$ cat config.mk
export PLATFORM = sky130hd
export DESIGN_NAME = aes_round_sequencer
export DESIGN_NICKNAME = d
export VERILOG_FILES = /design/src/rtl/aes_round_sequencer.sv
export SDC_FILE = /design/constraint.sdc
export NUM_CORES = 1
export LEC_CHECK = 0
export BUFFER_PORTS_ARGS = -buffer_cell sky130_fd_sc_hd__clkbuf_2
export CORE_MARGIN = 2
export CORE_UTILIZATION = 58
export CTS_BUF_LIST = sky130_fd_sc_hd__clkbuf_2
export CTS_CLUSTER_DIAMETER = 50
export DETAILED_ROUTE_END_ITERATION = 10
export GPL_TIMING_DRIVEN = 0
export PLACE_DENSITY_LB_ADDON = 0.1
export RECOVER_POWER = 50
export SYNTH_ARGS = -nofsm -noshare
export SYNTH_HDL_FRONTEND = slang
export SYNTH_SLANG_ARGS = --single-unit
$ cat constraint.sdc
create_clock -name clk -period 3.17 [get_ports clk]
set_input_delay 0.317 -clock clk [delete_from_list [all_inputs] [get_ports clk]]
set_output_delay 0.317 -clock clk [all_outputs]
set_load 0.01 [all_outputs]
$ cat src/rtl/aes_round_sequencer.sv
// Control FSM for the iterative AES round datapath: key expansion into the round-key RAM,
// initial AddRoundKey, then Nr rounds (encrypt or decrypt), caching the expanded schedule.
module aes_round_sequencer #(
  parameter int unsigned RK_AW  = 4,
  parameter int unsigned NR_128 = 10,
  parameter int unsigned NR_192 = 12,
  parameter int unsigned NR_256 = 14
) (
  input  logic             clk,
  input  logic             reset,
  input  logic             start,
  input  logic             decrypt,
  input  logic [1:0]       key_size,
  input  logic             new_key,
  input  logic             abort,
  output logic             busy,
  output logic             done,
  output logic             error,
  output logic             rk_we,
  output logic [RK_AW-1:0] rk_addr,
  output logic             ld_in,
  output logic             rnd_en,
  output logic             rnd_last,
  output logic             inv,
  output logic             out_we
);

  localparam logic [2:0] S_IDLE  = 3'd0;
  localparam logic [2:0] S_KEXP  = 3'd1;
  localparam logic [2:0] S_LOAD  = 3'd2;
  localparam logic [2:0] S_ROUND = 3'd3;
  localparam logic [2:0] S_DONE  = 3'd4;

  localparam logic [1:0]       KS_ILLEGAL = 2'b11;
  localparam logic [RK_AW-1:0] ADDR_ONE   = RK_AW'(1);

  logic [2:0]       state_q, state_d;
  logic [RK_AW-1:0] addr_q, addr_d;
  logic             dec_q, dec_d;
  logic [1:0]       ks_op_q, ks_op_d;     // key size of the operation in flight
  logic [1:0]       ks_key_q, ks_key_d;   // key size the cached schedule was expanded for
  logic             key_valid_q, key_valid_d;
  logic             error_q, error_d;
  logic [RK_AW-1:0] nr;
  logic             round_last;

  always_comb begin
    case (ks_op_q)
      2'b01:   nr = RK_AW'(NR_192);
      2'b10:   nr = RK_AW'(NR_256);
      default: nr = RK_AW'(NR_128);
    endcase
  end

  // Encrypt walks keys upward ending at Nr; decrypt walks downward ending at 0.
  assign round_last = dec_q ? (addr_q == '0) : (addr_q == nr);

  always_comb begin
    state_d     = state_q;
    addr_d      = addr_q;
    dec_d       = dec_q;
    ks_op_d     = ks_op_q;
    ks_key_d    = ks_key_q;
    key_valid_d = key_valid_q;
    error_d     = 1'b0;

    case (state_q)
      S_IDLE: begin
        if (start) begin
          if (key_size == KS_ILLEGAL) begin
            error_d = 1'b1;
          end else begin
            dec_d   = decrypt;
            ks_op_d = key_size;
            if (new_key || !key_valid_q || (key_size != ks_key_q)) begin
              state_d = S_KEXP;
              addr_d  = '0;
            end else begin
              state_d = S_LOAD;
            end
          end
        end
      end
      S_KEXP: begin
        if (addr_q == nr) begin
          key_valid_d = 1'b1;
          ks_key_d    = ks_op_q;
          state_d     = S_LOAD;
        end else begin
          addr_d = addr_q + ADDR_ONE;
        end
      end
      S_LOAD: begin
        state_d = S_ROUND;
        addr_d  = dec_q ? (nr - ADDR_ONE) : ADDR_ONE;
      end
      S_ROUND: begin
        if (round_last) begin
          state_d = S_DONE;
        end else begin
          addr_d = dec_q ? (addr_q - ADDR_ONE) : (addr_q + ADDR_ONE);
        end
      end
      S_DONE: begin
        state_d = S_IDLE;
      end
      default: begin
        state_d = S_IDLE;
      end
    endcase

    // A partially written schedule must never be reused.
    if (abort && (state_q != S_IDLE)) begin
      state_d = S_IDLE;
      if (state_q == S_KEXP) begin
        key_valid_d = 1'b0;
      end
    end
  end

  always_ff @(posedge clk or posedge reset) begin
    if (reset) begin
      state_q     <= S_IDLE;
      addr_q      <= '0;
      dec_q       <= 1'b0;
      ks_op_q     <= 2'b00;
      ks_key_q    <= 2'b00;
      key_valid_q <= 1'b0;
      error_q     <= 1'b0;
    end else begin
      state_q     <= state_d;
      addr_q      <= addr_d;
      dec_q       <= dec_d;
      ks_op_q     <= ks_op_d;
      ks_key_q    <= ks_key_d;
      key_valid_q <= key_valid_d;
      error_q     <= error_d;
    end
  end

  always_comb begin
    busy     = (state_q == S_KEXP) || (state_q == S_LOAD) || (state_q == S_ROUND);
    rk_we    = (state_q == S_KEXP);
    ld_in    = (state_q == S_LOAD);
    rnd_en   = (state_q == S_ROUND);
    rnd_last = (state_q == S_ROUND) && round_last;
    done     = (state_q == S_DONE);
    out_we   = (state_q == S_DONE);
    inv      = dec_q;
    error    = error_q;
    case (state_q)
      S_KEXP, S_ROUND: rk_addr = addr_q;
      S_LOAD:          rk_addr = dec_q ? nr : '0;
      default:         rk_addr = '0;
    endcase
  end

endmodule
-- Word level (Yosys, flattened, before mapping)
Index checks and enable logic that the tools add are counted.
- bits in registers: 14
- bits in latches: 0
- memory bits (writable): 0
- memory bits (read-only): 0
- input port bits: 8
- memories: 0
- $add $sub $neg: 3
- multiply operators: 0
- divide/modulo/power cells: 0
- order comparisons: 0
- eq/ne operators: 18
- shifts and indexed selects: 0
- muxes and demuxes: 26
- bitwise gates (word level): 1
- reductions and logical operators: 16
- operators by type and width (kind ; count):
    $mux 4 ; 8
    $pmux 4 s4 ; 1
    $mux 3 ; 5
    $pmux 3 s4 ; 1
    $ne 2x2->1 const B ; 5
    $mux 1 ; 8
    $pmux 4 s2 ; 1
    $sub 4x1->4 const B ; 2
    $eq 3x2->1 const B ; 2
    $ne 3x1->1 const B ; 2
    $ne 3x3->1 const B ; 2
    $pmux 3 s2 ; 1
    $reduce_and 6->1 ; 1
    $add 4x1->4 const B ; 1
    $eq 2x2->1 const B ; 2
    $eq 4x4->1 ; 1
    $logic_not 4->1 ; 1
    $logic_or 1x1->1 ; 4
    $reduce_and 4->1 ; 1
    $reduce_bool 4->1 ; 1
    $eq 3x1->1 const B ; 1
    $eq 3x3->1 const B ; 1
    $logic_not 3->1 ; 1
    $reduce_and 3->1 ; 1
    9 further kinds ; 10

-- Depth between registers and ports, before layout
Gate-level depths: netlist (run 1).
- word-level depth: 8
- depth in mapped cells: 7
- depth with buffers taken out: 7

-- Worst setup path after synthesis (run 1)
No wires, ideal clock.
- path type: flip-flop to flip-flop
- start: register ks_op_q[0]
- end: register addr_q[1]
- library setup time: 0.125 ns
- data arrival time: 1.840 ns
- required time: 3.045 ns
- slack: 1.205 ns
- cell stages (with the launch flop): 8
- cell sequence: dfrtp_1 -> inv_1 -> ha_1 -> xor2_1 -> a41oi_1 -> nor2b_2 -> nor3_4 -> mux2_2
- longest elaborated chain between the ends: 6
- elaborated cells on any way between the ends: 11
- those cells by class: add/sub: 1; eq/ne: 5; mux: 4; reduce/logical: 1
- RTL lines (what ; RTL line ; source):
    start, declared ; 40 ; logic [1:0] ks_op_q, ks_op_d;
    start signal, assigned ; 134 ; ks_op_q <= ks_op_d;
    $eq 2x2->1 / $eq 2x1->1 (equally long branches) ; 48 ; case (ks_op_q)
    $pmux 3 s2 (*) ; 48 ;
    parallel branches: the longest is 4 deep, another holds $sub 4x1->4 ; n/a ;
    end signal, assigned ; 132 ; addr_q <= addr_d;
    end, declared ; 38 ; logic [RK_AW-1:0] addr_q, addr_d;
Every way passes the cells marked *.
A chain may end at the register's enable or synchronous reset.

-- Final worst setup path (run 1)
- start: register addr_q[0]
- end: output rnd_last
- longest elaborated chain between the ends: 3
- elaborated cells on any way between the ends: 4
- those cells by class: eq/ne: 1; mux: 1; reduce/logical: 2
- RTL lines (what ; RTL line ; source):
    $eq 4x4->1 / $logic_not 4->1 (equally long branches) ; 56 ; assign round_last = dec_q ? (addr_q == '0) : (addr_q == nr);
    $mux 1 (*) ; 56 ;
    $logic_and 1x1->1 (*) ; 146 ; rnd_last = (state_q == S_ROUND) && round_last;
    end, declared ; 23 ; output logic rnd_last,
Every way passes the cells marked *; elsewhere a longest branch is shown, timed or not.

==> out/qor.yml, run 1 <==
run_status:
  outcome: "completed"
final_layout:
  drive_gt1_frac: 0.207
  antenna_cells: 0
  mostFrequentLayoutCells: "21 x clkbuf_2, 18 x nor2_1, 14 x dfrtp_1"
  mostFrequentLayoutCell: "clkbuf_2"
  synthToLayoutAreaGrowth_pct: 13.8
  fin_nets: 164
  final_cell_area_um2: 1190
  instances_no_fill: 175
  num-fill-cells: 152
yosys:
  async_flop_share: 1.00
  avgSynthCellArea_um2: 8.32
  ys_warn_count: 0
  synth_ff_type: "dfrtp_1"
  synth_top_cell_by_area: "dfrtp_1"
  synth_cell_types: 37
  synthTopCellsByArea: "dfrtp_1 33%, nor2_1 6.4%, ha_1 6.0%"
  syn-instance-count: 126
  syn_area_um2: 1050
  ys_ff_latch: 14
  synth_edf_count: 0
  synth_top_area_frac: 0.334
  ys_seq_area_frac: 0.334
  syn-num-nets: 139
sta:
  relSlewSlack: 0.642
  tns_ns: 0
  timing.hold.ws_ns: 0.0232
  timing.final.crit_share: 0.723
  skew_ns: 0.00595
  slew_violations: 0
  tightest_slew_ns: 0.537
  rsz0062_at_grt: "no"
  finalHoldViolCount: 0
  period_minus_slack_ns: 2.29
  max_freq_mhz: 436
  setup_viol: 0
drt:
  dr.pass1.iters: 4
  drt-initial-drc-count: 21
  postRouteAntennaNets: 0
  route.detailed.drc: 0
  vias: 961
  vias_per_cell: 5.49
  wl_per_cell_um: 13.3
  routed_wl_um: 2320
clock_network:
  clkLatencyLatePin_ns: 0.28
  numCtsBuffers: 3
  postCtsSetupRepairBufs: 0
  clk_path_buf_depth: 2
  cts_resized: 0
  cts_tree: "yes"
  htreeDepth: 1
  clock_sinks: 14
  cts_hold_buf: 0
  cts_root_buf: "clkbuf_2"
  path_clk_slew_ns: 0.15
global_routing:
  grt_usage: 0.266
  grt_pass1_wl_um: 4090
  grt_max_degree: 15
  overflow: 0
  antenna_found_initial: 0
  grt_pass1_vias: 920
flow_run:
  maxCapViolCount: 0
setup_path:
  critPathBufInv: 2
  cp_max_fo: 5
  criticalPathCategory: "reg2out"
  worstPathArrival_ns: 1.97
  critPathLaunchType: "register"
  critPathRequiredTime_ns: 2.85
  cpLargestDelayFamily: "simple AND/OR/NAND/NOR gates"
  endpoint_kind: "primary output"
  max_stage_delay_ns: 0.46
  slowest_stage: "dfrtp_1"
  crit_chain: "inv_1 > ha_1 > nor4bb_1 > a41oi_1 > nor2b_2 > clkbuf_2"
power_and_ir_drop:
  power_uw: 800
  ir_worst_vdd_uv: 489
  power_density_nw_per_um2: 670
  p_leak_uw: 0.000580
die:
  dieArea_um2: 2160
  rows: 15
  die_y_um: 46.5
  coreArea_um2: 1710
  die_x_um: 46.5
  num_io_pins: 21
  initial_core_util: 0.614
place:
  port_buffers: 20
  gp_congestion: 0.873
  dpl.hpwl_um: 1750
  dp_cells: 171
  placed_area_um2: 1180
hold_path:
  hold_class: "in2async"
[per-layer routing]
metal | part of all wire | GRT usage | up-vias
met5 | 0 | 0 | -
met3 | 0.032 | 0.0392 | 6
met1 | 0.46 | 0.345 | 452
li1 | - | - | 481
met2 | 0.49 | 0.450 | 22
met4 | 0.019 | 0.0857 | 0
[metrics by stage]
step	worst slack [ns]	utilization
floorplan	1.21	-
global placement	1.02	0.691
detailed placement	0.984	0.691
CTS	0.895	0.702
global route	0.734	0.699
finish	0.879	0.699
[Yosys cell counts (2+ instances only)]
library cell / n
clkbuf_1: 2
a221o_1: 3
mux2i_1: 3
and3_1: 2
a31oi_1: 2
mux2_2: 3
and2_1: 3
o21ai_0: 5
xnor2_1: 4
ha_1: 5
or3_1: 3
inv_1: 8
nand3_1: 2
nor2b_1: 2
a21oi_1: 10
nor2_1: 18
buf_2: 3
dfrtp_1: 14
nand2_1: 11
nand2b_1: 5
xor2_1: 2
[cells by family after synthesis]
logic type,count (synthesis),share of synthesized area
compound gates,27,0.165
xor+xnor,6,0.0501
fa+ha+maj,5,0.0597
buf+inv,15,0.0609
flops,14,0.334
mux,6,0.0609
simple gates,53,0.270
[final cells by class]
class	instances	area (µm²)	share of cell area
well taps	25	31.3	0.0262
multi-input cells	97	634	0.531
repair buffers	20	97.6	0.0818
flip-flops and latches	14	350	0.294
inverters	8	30.0	0.0252
plain buffers	7	31.3	0.0262
clock inverters	1	3.75	0.00314
clock buffers	3	15.0	0.0126
[worst paths after layout]
path,start,to,slack (ns),depth (start not counted)
worst max-delay path,addr_q[0],rnd_last,0.88,6
worst min-delay path,reset,state_q[0],0.02,2
worst max register to register,ks_op_q[0],addr_q[2],0.94,7
worst min register to register,ks_key_q[1],ks_key_q[1],0.53,2
max in group asynchronous,reset,ks_key_q[0],2.79,2
min in group clk,decrypt,inv,0.23,3
[report_power, final]
| part | total [µW] | switching (µW) | internal (µW) |
|---|---|---|---|
| clock network | 89.1 | 61.7 | 27.4 |
| logic | 425 | 247 | 179 |
| registers | 285 | 55.8 | 229 |
[state kept, by name, summed over array words and instances (netlist names), named ones only]
register  flops
addr_q        4
error         1
inv           1
ks_key_q      2
ks_op_q       2
state_q       3
Power figures use the tool's default switching activity.
==> run 2, diff against run 1 <==
Settings changed: ABC_AREA from default to 1, CORE_UTILIZATION 58 to 56.
Clock period 3.17 ns to 2.4 ns, I/O delays scaled along.
==> run 2 against run 1 <==
  * Total power rose by 79%
  * Die area rose by 5.5%
  * Largest power group unchanged
  * First-iteration DRC count rose by 110%
  * Count of clock-buffer cells in the layout unchanged
  * Wire length increased by 15%
  * Final cell count rose by 19%
  * Clock skew shrank 0.0034 ns
  * Critical path depth is 4 higher
  * Critical endpoint unchanged
  * Worst hold slack gained 0.13 ns
  * Synthesized cell count increased by 25%
==> out/qor.yml, run 2 <==
run_status:
  outcome: "completed"  # unchanged
power_and_ir_drop:
  ir_worst_vdd_uv: 605  # was 489 µV
  p_leak_uw: 0.000672  # was 0.000580 µW
  power_uw: 1430  # was 800 µW
  power_density_nw_per_um2: 1170  # was 670 nW/µm²
drt:
  postRouteAntennaNets: 0  # unchanged
  vias: 1123  # was 961
  routed_wl_um: 2670  # was 2320 µm
  wl_per_cell_um: 12.8  # was 13.3 µm
  route.detailed.drc: 0  # unchanged
  vias_per_cell: 5.40  # was 5.49
  drt-initial-drc-count: 45  # was 21
  dr.pass1.iters: 4  # unchanged
setup_path:
  crit_chain: "inv_1 > ha_1 > nand2_1 > inv_1 > nor2_1 > nand3_1 > nand2_1 > nand2_1 > inv_1 > clkbuf_2"  # was inv_1 > ha_1 > nor4bb_1 > a41oi_1 > nor2b_2 > clkbuf_2
  critPathRequiredTime_ns: 2.16  # was 2.85 ns
  critPathLaunchType: "register"  # unchanged
  max_stage_delay_ns: 0.38  # was 0.46 ns
  endpoint_kind: "primary output"  # unchanged
  slowest_stage: "dfrtp_1"  # unchanged
  worstPathArrival_ns: 1.89  # was 1.97 ns
  criticalPathCategory: "reg2out"  # unchanged
  reg2regPathDepth: 8  # was 7
  cp_max_fo: 6  # was 5
place:
  dpl.hpwl_um: 2000  # was 1750 µm
  placed_area_um2: 1200  # was 1180 µm²
  port_buffers: 20  # unchanged
  gp_congestion: 0.932  # was 0.873
clock_network:
  clkLatencyLatePin_ns: 0.28  # about the same
  clk_path_buf_depth: 2  # unchanged
  cts_resized: 0  # unchanged
  postCtsSetupRepairBufs: 0  # unchanged
  cts_root_buf: "clkbuf_2"  # unchanged
  cts_hold_buf: 1  # was 0
  htreeDepth: 1  # unchanged
  cts_tree: "yes"  # unchanged
  clock_sinks: 14  # unchanged
  path_clk_slew_ns: 0.16  # was 0.15 ns
  numCtsBuffers: 3  # unchanged
global_routing:
  overflow: 0  # unchanged
  antenna_found_initial: 0  # unchanged
  grt_usage: 0.258  # was 0.266
  grt_max_degree: 15  # unchanged
  grt_pass1_wl_um: 4060  # was 4090 µm
  grt_pass1_vias: 961  # was 920
sta:
  tns_ns: 0  # unchanged
  tightest_slew_ns: 0.563  # was 0.537 ns
  finalHoldViolCount: 0  # unchanged
  skew_ns: 0.00256  # was 0.00595 ns
  setup_viol: 0  # unchanged
  rsz0062_at_grt: "no"  # unchanged
  max_freq_mhz: 469
  period_minus_slack_ns: 2.13
  relSlewSlack: 0.624  # was 0.642
  timing.final.crit_share: 0.888
  slew_violations: 0  # unchanged
yosys:
  syn-instance-count: 158  # was 126
  ys_warn_count: 0  # unchanged
  synth_cell_types: 23  # was 37
  syn-num-nets: 171  # was 139
  yosysMostFrequentCell: "nand2_1"  # was nor2_1
  synth_ff_type: "dfrtp_1"  # unchanged
  synthTopCellsByCount: "37 x nand2_1, 27 x inv_1, 21 x nand3_1"  # was 18 x nor2_1, 14 x dfrtp_1, 11 x nand2_1
  ys_seq_area_frac: 0.326  # was 0.334
  synth_top_area_frac: 0.326  # was 0.334
  async_flop_share: 1.00  # unchanged
  synthTopCellsByArea: "dfrtp_1 33%, nand2_1 13%, nand3_1 9.8%"  # was dfrtp_1 33%, nor2_1 6.4%, ha_1 6.0%
  ys_ff_latch: 14  # unchanged
  synth_top_cell_by_area: "dfrtp_1"  # unchanged
  synth_edf_count: 0  # unchanged
  avgSynthCellArea_um2: 6.79  # was 8.32 µm²
  syn_area_um2: 1070  # was 1050 µm²
die:
  die_x_um: 47.8  # was 46.5 µm
  coreArea_um2: 1760  # was 1710 µm²
  rows: 15  # unchanged
  die_y_um: 47.8  # was 46.5 µm
  dieArea_um2: 2280  # was 2160 µm²
  initial_core_util: 0.609  # was 0.614
  num_io_pins: 21  # unchanged
final_layout:
  final_core_util: 0.692  # was 0.699
  mostFrequentLayoutCells: "38 x nand2_1, 27 x inv_1, 21 x nand3_1"  # was 21 x clkbuf_2, 18 x nor2_1, 14 x dfrtp_1
  antenna_cells: 0  # unchanged
  largestRegisters: "addr_q: 4 flops, state_q: 3 flops"  # unchanged
  drive_gt1_frac: 0.148  # was 0.207
  fin_nets: 197  # was 164
  synthToLayoutAreaGrowth_pct: 13.8  # about the same
  top_register: "addr_q"  # unchanged
  largest_reg_flops: 4  # unchanged
  mostFrequentLayoutCell: "nand2_1"  # was clkbuf_2
  final_cell_area_um2: 1220  # was 1190 µm²
hold_path:
  hold_class: "in2reg"  # was in2async
  min_path_cells: 3
flow_run:
  maxCapViolCount: 0  # unchanged
run 2: path summary, 6_finish.rpt:
check	slack (ns)	to	from
max	0.27	rnd_last	ks_op_q[0]
min	0.15	inv	decrypt
max reg2reg	0.60	state_q[1]	ks_op_q[0]
min reg2reg	0.56	ks_key_q[0]	ks_key_q[0]
max in group asynchronous	1.52	addr_q[0]	reset
min in group asynchronous	0.52	addr_q[1]	reset
run 2: area by class of cell:
class | instances | area, µm²
inverters | 28 | 105
flip-flops and latches | 14 | 350
fillers | 174 | 543
multi-input cells | 114 | 596
repair buffers | 21 | 105
well taps | 25 | 31.3
clock inverters | 1 | 3.75
plain buffers | 2 | 15.0
clock buffers | 3 | 15.0
run 2: cells by family after synthesis:
logic type	share of synthesized area
buffers and inverters	0.112
AO/OA/AOI/OAI	0.105
adder cells (fa/ha/maj)	0.0583
XOR/XNOR	0.0245
AND/OR/NAND/NOR	0.374
flip-flops	0.326
run 2: power breakdown:
part           internal, µW  switching (µW)
logic                   314             573
registers               318             102
clock network          36.2            86.5
run 2: metrics by stage:
stage / setup slack [ns] / instances / hold slack (ns)
after floorplan: 0.853 / 158 / 0.129
after global placement: 0.631 / 203 / 0.284
after detailed placement: 0.621 / 203 / 0.302
after CTS: 0.270 / 208 / 0.151
after global routing: 0.104 / 208 / 0.150
final: 0.269 / 208 / 0.153
run 2: worst max-delay path: cells and delay by family (launching register included):
kind / cells / cell delay, ns
flip-flops: 1 / 0.38
AND/OR/NAND/NOR: 5 / 0.55
adder cells (fa/ha/maj): 1 / 0.35
buffers and inverters: 4 / 0.32
run 2: layer usage:
metal / global-route usage / routed length, µm / part of all wire
met1: 0.323 / 1230 / 0.46
met2: 0.448 / 1270 / 0.48
met3: 0.0302 / 129 / 0.048
met4: 0.103 / 42 / 0.016
met5: 0 / 0 / 0
